## src/rtl/alu_seq_exec.sv

```systemverilog
// Sequential ALU: single-cycle logic/arith ops, bit-serial shifts, valid/ready on both sides.
// One operation in flight; the result is held in DONE until the consumer takes it.
//
// state | meaning
// ------+-----------------------------------------------------------
// IDLE  | o_ready=1, waiting for i_valid; result register reads 0
// SHIFT | shifting result register one bit per edge, cnt_q bits left
// DONE  | o_valid=1, result held until i_ready
module alu_seq_exec #(
    parameter int WIDTH = 32
) (
    input  logic             i_clk,
    input  logic             i_rst_n,
    input  logic             i_valid,
    output logic             o_ready,
    input  logic [2:0]       i_alu_op,
    input  logic [WIDTH-1:0] i_a,
    input  logic [WIDTH-1:0] i_b,
    output logic             o_valid,
    input  logic             i_ready,
    output logic [WIDTH-1:0] o_result,
    output logic             o_zero
);

    typedef enum logic [1:0] {
        ST_IDLE  = 2'd0,
        ST_SHIFT = 2'd1,
        ST_DONE  = 2'd2
    } state_t;

    localparam logic [2:0] OP_ADD = 3'b000;
    localparam logic [2:0] OP_SUB = 3'b001;
    localparam logic [2:0] OP_AND = 3'b010;
    localparam logic [2:0] OP_OR  = 3'b011;
    localparam logic [2:0] OP_XOR = 3'b100;
    localparam logic [2:0] OP_SLT = 3'b101;

    state_t           state_q;
    state_t           state_d;
    logic [WIDTH-1:0] result_q;
    logic [WIDTH-1:0] alu_res;
    logic [4:0]       cnt_q;
    logic             shift_left_q;
    logic             is_shift;
    logic [4:0]       shamt;

    assign is_shift = (i_alu_op[2:1] == 2'b11);
    assign shamt    = i_b[4:0];

    always_comb begin
        alu_res = '0;
        case (i_alu_op)
            OP_ADD:  alu_res = i_a + i_b;
            OP_SUB:  alu_res = i_a - i_b;
            OP_AND:  alu_res = i_a & i_b;
            OP_OR:   alu_res = i_a | i_b;
            OP_XOR:  alu_res = i_a ^ i_b;
            OP_SLT:  alu_res = {{(WIDTH-1){1'b0}}, ($signed(i_a) < $signed(i_b))};
            default: alu_res = i_a;
        endcase
    end

    always_ff @(posedge i_clk) begin
        if (!i_rst_n) begin
            state_q <= ST_IDLE;
        end else begin
            state_q <= state_d;
        end
    end

    always_comb begin
        state_d = state_q;
        case (state_q)
            ST_IDLE: begin
                if (i_valid) begin
                    if (is_shift && (shamt != 5'd0)) begin
                        state_d = ST_SHIFT;
                    end else begin
                        state_d = ST_DONE;
                    end
                end
            end
            ST_SHIFT: begin
                // cnt_q of 0 cannot occur here; treated as last step so the FSM never sticks
                if (cnt_q <= 5'd1) begin
                    state_d = ST_DONE;
                end
            end
            ST_DONE: begin
                if (i_ready) begin
                    state_d = ST_IDLE;
                end
            end
            default: state_d = ST_IDLE;
        endcase
    end

    always_ff @(posedge i_clk) begin
        if (!i_rst_n) begin
            result_q     <= '0;
            cnt_q        <= '0;
            shift_left_q <= 1'b0;
        end else begin
            case (state_q)
                ST_IDLE: begin
                    if (i_valid) begin
                        if (is_shift) begin
                            result_q     <= i_a;
                            cnt_q        <= shamt;
                            shift_left_q <= ~i_alu_op[0];
                        end else begin
                            result_q <= alu_res;
                            cnt_q    <= '0;
                        end
                    end
                end
                ST_SHIFT: begin
                    if (shift_left_q) begin
                        result_q <= {result_q[WIDTH-2:0], 1'b0};
                    end else begin
                        result_q <= {1'b0, result_q[WIDTH-1:1]};
                    end
                    cnt_q <= cnt_q - 5'd1;
                end
                ST_DONE: begin
                    // Clearing on hand-off makes IDLE look the same as just after reset
                    if (i_ready) begin
                        result_q <= '0;
                    end
                end
                default: begin
                    result_q <= '0;
                    cnt_q    <= '0;
                end
            endcase
        end
    end

    assign o_ready  = (state_q == ST_IDLE);
    assign o_valid  = (state_q == ST_DONE);
    assign o_result = result_q;
    assign o_zero   = (result_q == '0);

endmodule

```

## config.mk

```make
export PLATFORM = sky130hd
export DESIGN_NAME = alu_seq_exec
export DESIGN_NICKNAME = d
export VERILOG_FILES = /design/src/rtl/alu_seq_exec.sv
export SDC_FILE = /design/constraint.sdc
export NUM_CORES = 1
export LEC_CHECK = 0
export ABC_CLOCK_PERIOD_IN_PS = 6700
export CORE_MARGIN = 5
export CORE_UTILIZATION = 35
export DETAILED_ROUTE_END_ITERATION = 8
export SLEW_MARGIN = 20
export SYNTH_ARGS = -nofsm -noshare
export SYNTH_HDL_FRONTEND = slang
export SYNTH_SLANG_ARGS = --single-unit
```

## constraint.sdc

```tcl
create_clock -name i_clk -period 6.7 [get_ports i_clk]
set_input_delay 0.67 -clock i_clk [delete_from_list [all_inputs] [get_ports i_clk]]
set_output_delay 0.67 -clock i_clk [all_outputs]
set_load 0.02 [all_outputs]
```

# Word-level counts from Yosys, hierarchy flattened
# Cells that the tools add are included.
[word_totals] word_cells=48 register_bits=40 output_inout_bits=35
[op_classes] bitwise_logic=5 magnitude_cmp=2 n_reduce_logical=9 muxes=14 addsub=3 n_eq_ne=11
[op_table] op="32-bit one-hot mux with 6 select lines" n=1
[op_table] op="32-bit two-way mux" n=4
[op_table] op="32-bit one-hot mux with 3 select lines" n=1
[op_table] op="32-bit adder" n=1
[op_table] op="32-bit AND" n=1
[op_table] op="32-bit zero test" n=1
[op_table] op="32-bit less-than comparator" n=1
[op_table] op="32-bit bitwise OR" n=1
[op_table] op="32-bit subtractor" n=1
[op_table] op="32-bit bitwise XOR" n=1
[op_table] op="5-bit one-hot mux with 3 select lines" n=1
[op_table] op="5-bit two-way mux" n=2
[op_table] op="2-bit two-way mux" n=4
[op_table] op="3-bit by 2-bit == test with 1-bit output (second input constant)" n=2
[op_table] op="3-bit == test (second input constant)" n=2
[op_table] op="2-bit one-hot mux with 3 select lines" n=1
[op_table] op="3-bit AND reduction" n=2
[op_table] op="5-bit by 1-bit <= comparator with 1-bit output (second input constant)" n=1
[op_table] op="5-bit nonzero test" n=1
[op_table] op="5-bit by 1-bit subtractor with 5-bit output (second input constant)" n=1
[op_table] op="2-bit == test (second input constant)" n=2
[op_table] op="2-bit inequality test (second input constant)" n=2
[op_table] op="2-bit AND reduction" n=2
[op_table] op="3-bit by 1-bit == test with 1-bit output (second input constant)" n=1
[op_table] op="other kinds (6)" n=7

# Longest topological paths before layout
[logic_depth] ltp_word=5 depth_mapped=13 ltp_nobuf=13

# Worst setup path before layout
# OpenSTA, ideal clock, no wires.
[synth_path] path_kind="input port to flip-flop" from="input i_a[0]" to="register result_q[28], in the netlist o_result[28]" path_stages=13 slack_ps=3561 path_buffers=0 arrival_ps=3020 setup_ps=119 path_cell_list="inv_1 > ha_1 > inv_1 > fa_1 > nor2b_1 > o311ai_2 > a2111oi_2 > o21ai_1 > a31oi_1 > a21boi_0 > mux2_4 > a221oi_2 > nor2_1"
[synth_between] elab_chain_len=5
[synth_lines] item="start: declaration" line_no="17" source="input logic [WIDTH-1:0] i_a,"
[synth_lines] item="32-bit subtractor / 32-bit adder (equally long branches)" line_no="54, 53"
[synth_lines] item="32-bit one-hot mux with 6 select lines *" line_no="52" source="case (i_alu_op)"
[synth_lines] item="32-bit two-way mux *" line_no="107" source="if (is_shift) begin"
[synth_lines] item="32-bit two-way mux *" line_no="106" source="if (i_valid) begin"
[synth_lines] item="32-bit one-hot mux with 3 select lines *" line_no="104" source="case (state_q)"
[synth_lines] item="end signal: assignment" line_no="108" source="result_q <= i_a;"
[synth_lines] item="end signal: assignment" line_no="112" source="result_q <= alu_res;"
[synth_lines] item="end signal: assignment" line_no="119" source="result_q <= {result_q[WIDTH-2:0], 1'b0};"
[synth_lines] item="end: declaration" line_no="40" source="logic [WIDTH-1:0] result_q;"
# Every way passes the cells marked *; elsewhere a longest branch is shown, timed or not. The select of a mux whose other input is x is not followed.
# A chain may end at the register's enable or synchronous reset.

# Final worst setup path
[layout_path] from="input i_a[14]" to="register result_q[28], in the netlist o_result[28]"
# The elaborated chain is that of the path after synthesis.

==> results.md <==
| Metric | Value |
|---|---|
| Via count of the first global-routing pass | 8,349 |
| Sequential element share of the synthesized area | 10.2% |
| Maximum net fanout on the critical path | 15 |
| Number of enable-type register cells in the synthesized netlist | 0 |
| Maximum clock rate | 243 MHz |
| Hold-fix buffers, CTS | 0 |
| Count of cells along the worst hold path | 2 |
| Initial Util | 35.7% |
| Worst slew pin tran | 1.08 ns |
| Fraction of final layout cells with drive strength greater than 1 | 4.98% |
| Worst path top cell family by delay | compound AO/OA/AOI/OAI gates |
| Leakage | 3.77 nW |
| Clock transition at path regs | 0.07 ns |
| Postcts setup bufs | 0 |
| Ys flop type | dfxtp_1 |
| Final hold violation count | 0 |
| Endpoint with the worst hold slack | cnt_q[3] |
| Cell chain of the critical path | clkdlybuf4s50_1 > inv_1 > ha_1 > and4_4 > o21ai_0 > a2111o_1 > a311o_1 > a21oi_1 > o311ai_1 > mux2_4 > a221oi_2 > nor2_1 |
| Total wirelength of the detailed-routed design | 32.1 mm |
| Overflow left after global routing | 0 |
| Fill cell count | 2,309 |
| Count of TritonRoute iterations in the first routing pass | 5 |
| Mean routed wirelength per cell | 21.6 um |
| Via density | 6.20 |
| Antenna diode instance count | 0 |
| Cell area power density | 154 nW/um2 |
| Global-route wire length before repair | 48.8 mm |
| Buffer and inverter count on the worst path | 2 |
| Half-perimeter wire length after detailed placement | 24.2 mm |
| Biggest cell delay along the critical path | 0.66 ns |
| Final net count | 1,383 |
| R2R Path Start | state_q[1] |
| Vias | 9,208 |
| Pin count of the biggest net entering global routing | 54 |
| Antenna violations before repair | 0 |
| Synthesized flop and latch total | 40 |
| Number of setup violations in the final report | 0 |
| DRC violation count after routing | 0 |
| Post-layout min period | 4.11 ns |
| Reg-to-reg endpoint | o_result[11] |
| Final period utilization | 61.4% |
| Most frequent standard cell in the layout excluding fill and tap cells | a21oi_1 |
| Ports | 106 |
| CTS tree | yes |
| Max Buffers Root-to-Sink | 2 |
| Area growth from synthesis to final layout | 17.6% |
| RSZ-0062 raised after global routing | false |
| Min Hold Slack | 0.531 ns |
| Worst path required time | 6.88 ns |
| Die Width | 160 um |
| Detail Route Antenna Nets | 0 |
| Critical path capture point type | flip-flop |
| Die H | 160 um |
| Clock latency on the worst-skew pair | 0.29 ns |
| Clock tree root buffer cell | clkbuf_16 |
| Critical path data arrival time | 4.29 ns |
| Synth warn | 0 |
| Iteration-0 DRC count of the detailed router | 921 |
| Slowest cell on the critical path | ha_1 |
| Die Area | 25,500 um2 |
| Core outline area | 22,000 um2 |
| Htree depth | 2 |
| Worst hold start | cnt_q[3] |
| Max-cap violations | 0 |
| Top library cells by usage in the layout, fill and taps aside | a21oi_1 (124), nor2_1 (120), ha_1 (105), clkdlybuf4s50_1 (102), inv_1 (98) |
| Worst supply voltage drop on vdd | 88.3 uV |
| Cells resized by post-CTS repair | 0 |
| Total routing usage reported by global routing | 23.6% |
| Post-Syn Area per Cell | 6.83 um2 |
| Max-slew violation total from the final report | 0 |
| Status | completed |
| Number of distinct library cells after synthesis | 87 |
| Worst setup path class | input pin to flip-flop |
| Rel. slew slack | 27.4% |
| Total Power | 1.42 mW |
| Final-layout setup total negative slack | 0 ns |
| Net count of the mapped netlist | 1,327 |
| IO buf count | 105 |
| Worst-case reg-to-reg path depth | 9 |
| CTS buffer count | 5 |
| Max Clock Skew | 0.00589 ns |
| Critical path launch point type | input pin |
| Post-synthesis instance total | 1,149 |
| Slack of the worst reg-to-reg path | 3.31 ns |
| Cell area after synthesis | 7840 um2 |
| Class of the worst hold path | flip-flop to flip-flop |
| Placer Congestion | 0.955 |
| Site row count | 54 |
| Proportion of register bits with asynchronous set or reset after synthesis | 0% |
| CTS sink count | 40 |
cells in the mapped netlist, types with 3 or more instances:
library cell  instances  area (um2)
xnor2_1              23         201
nand4_1               8        50.1
and2_1                4        25.0
a22o_1                4        35.0
and3_1                4        25.0
a211oi_1             15         113
or2_2                 5        31.3
buf_2                 7        35.0
a32oi_1               9        78.8
a221o_1               3        30.0
inv_1                98         368
a31oi_1              23         144
nor4_1               15        93.8
a22oi_1               8        60.1
or3_1                 3        18.8
buf_4                 4        30.0
nand3_1              15        75.1
o211ai_1             36         270
mux2i_1              23         230
o221ai_1              8        70.1
nor2b_1              14        87.6
a21oi_1             124         621
o31ai_1              11        82.6
a221oi_1              7        61.3
nand2b_1              8        50.1
o22ai_1              13        81.3
nor3_1               31         155
dfxtp_1              40         801
nor2_1              120         450
nand2_1              86         323
o21ai_0              88         440
a21o_1               13        97.6
clkbuf_1             50         188
mux2_2               11         124
ha_1                105        1310
o21a_1               10        75.1
xor2_1                4        35.0
a311oi_1              6        52.6
o21bai_1             11        82.6
o2111ai_1             6        52.6
buf_1                 8        30.0
nand3b_1              3        22.5
a211o_1               7        61.3
cell families (layout without fill, tap and decap cells):
logic type	count (synthesis)	count (layout)	synth area share, %
AOI/OAI and AO/OA	438	438	36.6
xor gates and xnor gates	27	27	3.01
adders and majority gates	107	107	17.3
buffers and inverters	173	230	8.79
DFF	40	40	10.2
muxes	36	36	4.85
and+or+nand+nor	328	328	19.3
sequential cells by signal, indices dropped and copies added, names as in the netlist:
| name | flops |
|---|---|
| cnt_q | 5 |
| state_q | 2 |
| o_result | 32 |
| shift_left_q | 1 |
report_power, final:
| part | leakage, nW | internal (mW) | switching (mW) |
|---|---|---|---|
| clock | 0.0840 | 0.177 | 0.113 |
| sequential | 0.329 | 0.267 | 0.0522 |
| combinational | 3.35 | 0.319 | 0.491 |
per-layer routing:
metal,vias to the layer above,track usage [%],part of all wire [%]
met3,59,3.17,8.7
met1,4326,33.4,44
met2,524,38.0,45
met4,0,5.60,2.4
li1,4299,-,-
met5,-,0,0
cell type report:
type	instances	area [um2]	share of cell area, %
tap	280	350	3.80
clock inverter	3	47.5	0.515
inverter	101	379	4.11
multi-input combinational	936	6360	69.0
clock buffer	5	125	1.36
sequential	40	802	8.70
timing repair buffer	121	1160	12.5
worst reg2reg max path, cell delays in order (launching register included):
cell      delay, ns
dfxtp_1        0.57
inv_1          0.19
a21oi_1        0.66
o21ai_1        0.14
buf_4          0.26
nor2_1         0.75
a222oi_1       0.23
o211ai_1       0.16
a21oi_1        0.08
a211oi_1       0.26
per-stage QoR:
stage | worst slack, ns | cell area [um2] | cells | utilization, %
after global routing | 2.47 | 9220 | 1486 | 42.0
after global placement | 2.41 | 9050 | 1478 | 41.2
after CTS | 2.67 | 9220 | 1486 | 42.0
final | 2.59 | 9220 | 1486 | 42.0
after floorplan | 3.56 | 7840 | 1149 | -
after detailed placement | 2.38 | 9050 | 1478 | 41.2
worst max-delay path by stage:
stage,start,end,slack [ns],depth (start not counted)
4_1_cts,i_a[14],o_result[28],2.67,12
5_1_grt,i_b[0],o_result[0],2.47,13
6_report,i_a[14],o_result[28],2.59,12
2_1_floorplan,i_a[0],o_result[28],3.56,13
3_3_place_gp,i_a[14],o_result[28],2.41,12
3_5_place_dp,i_a[14],o_result[28],2.38,12
Note: power is estimated with default switching activity, not from simulation.
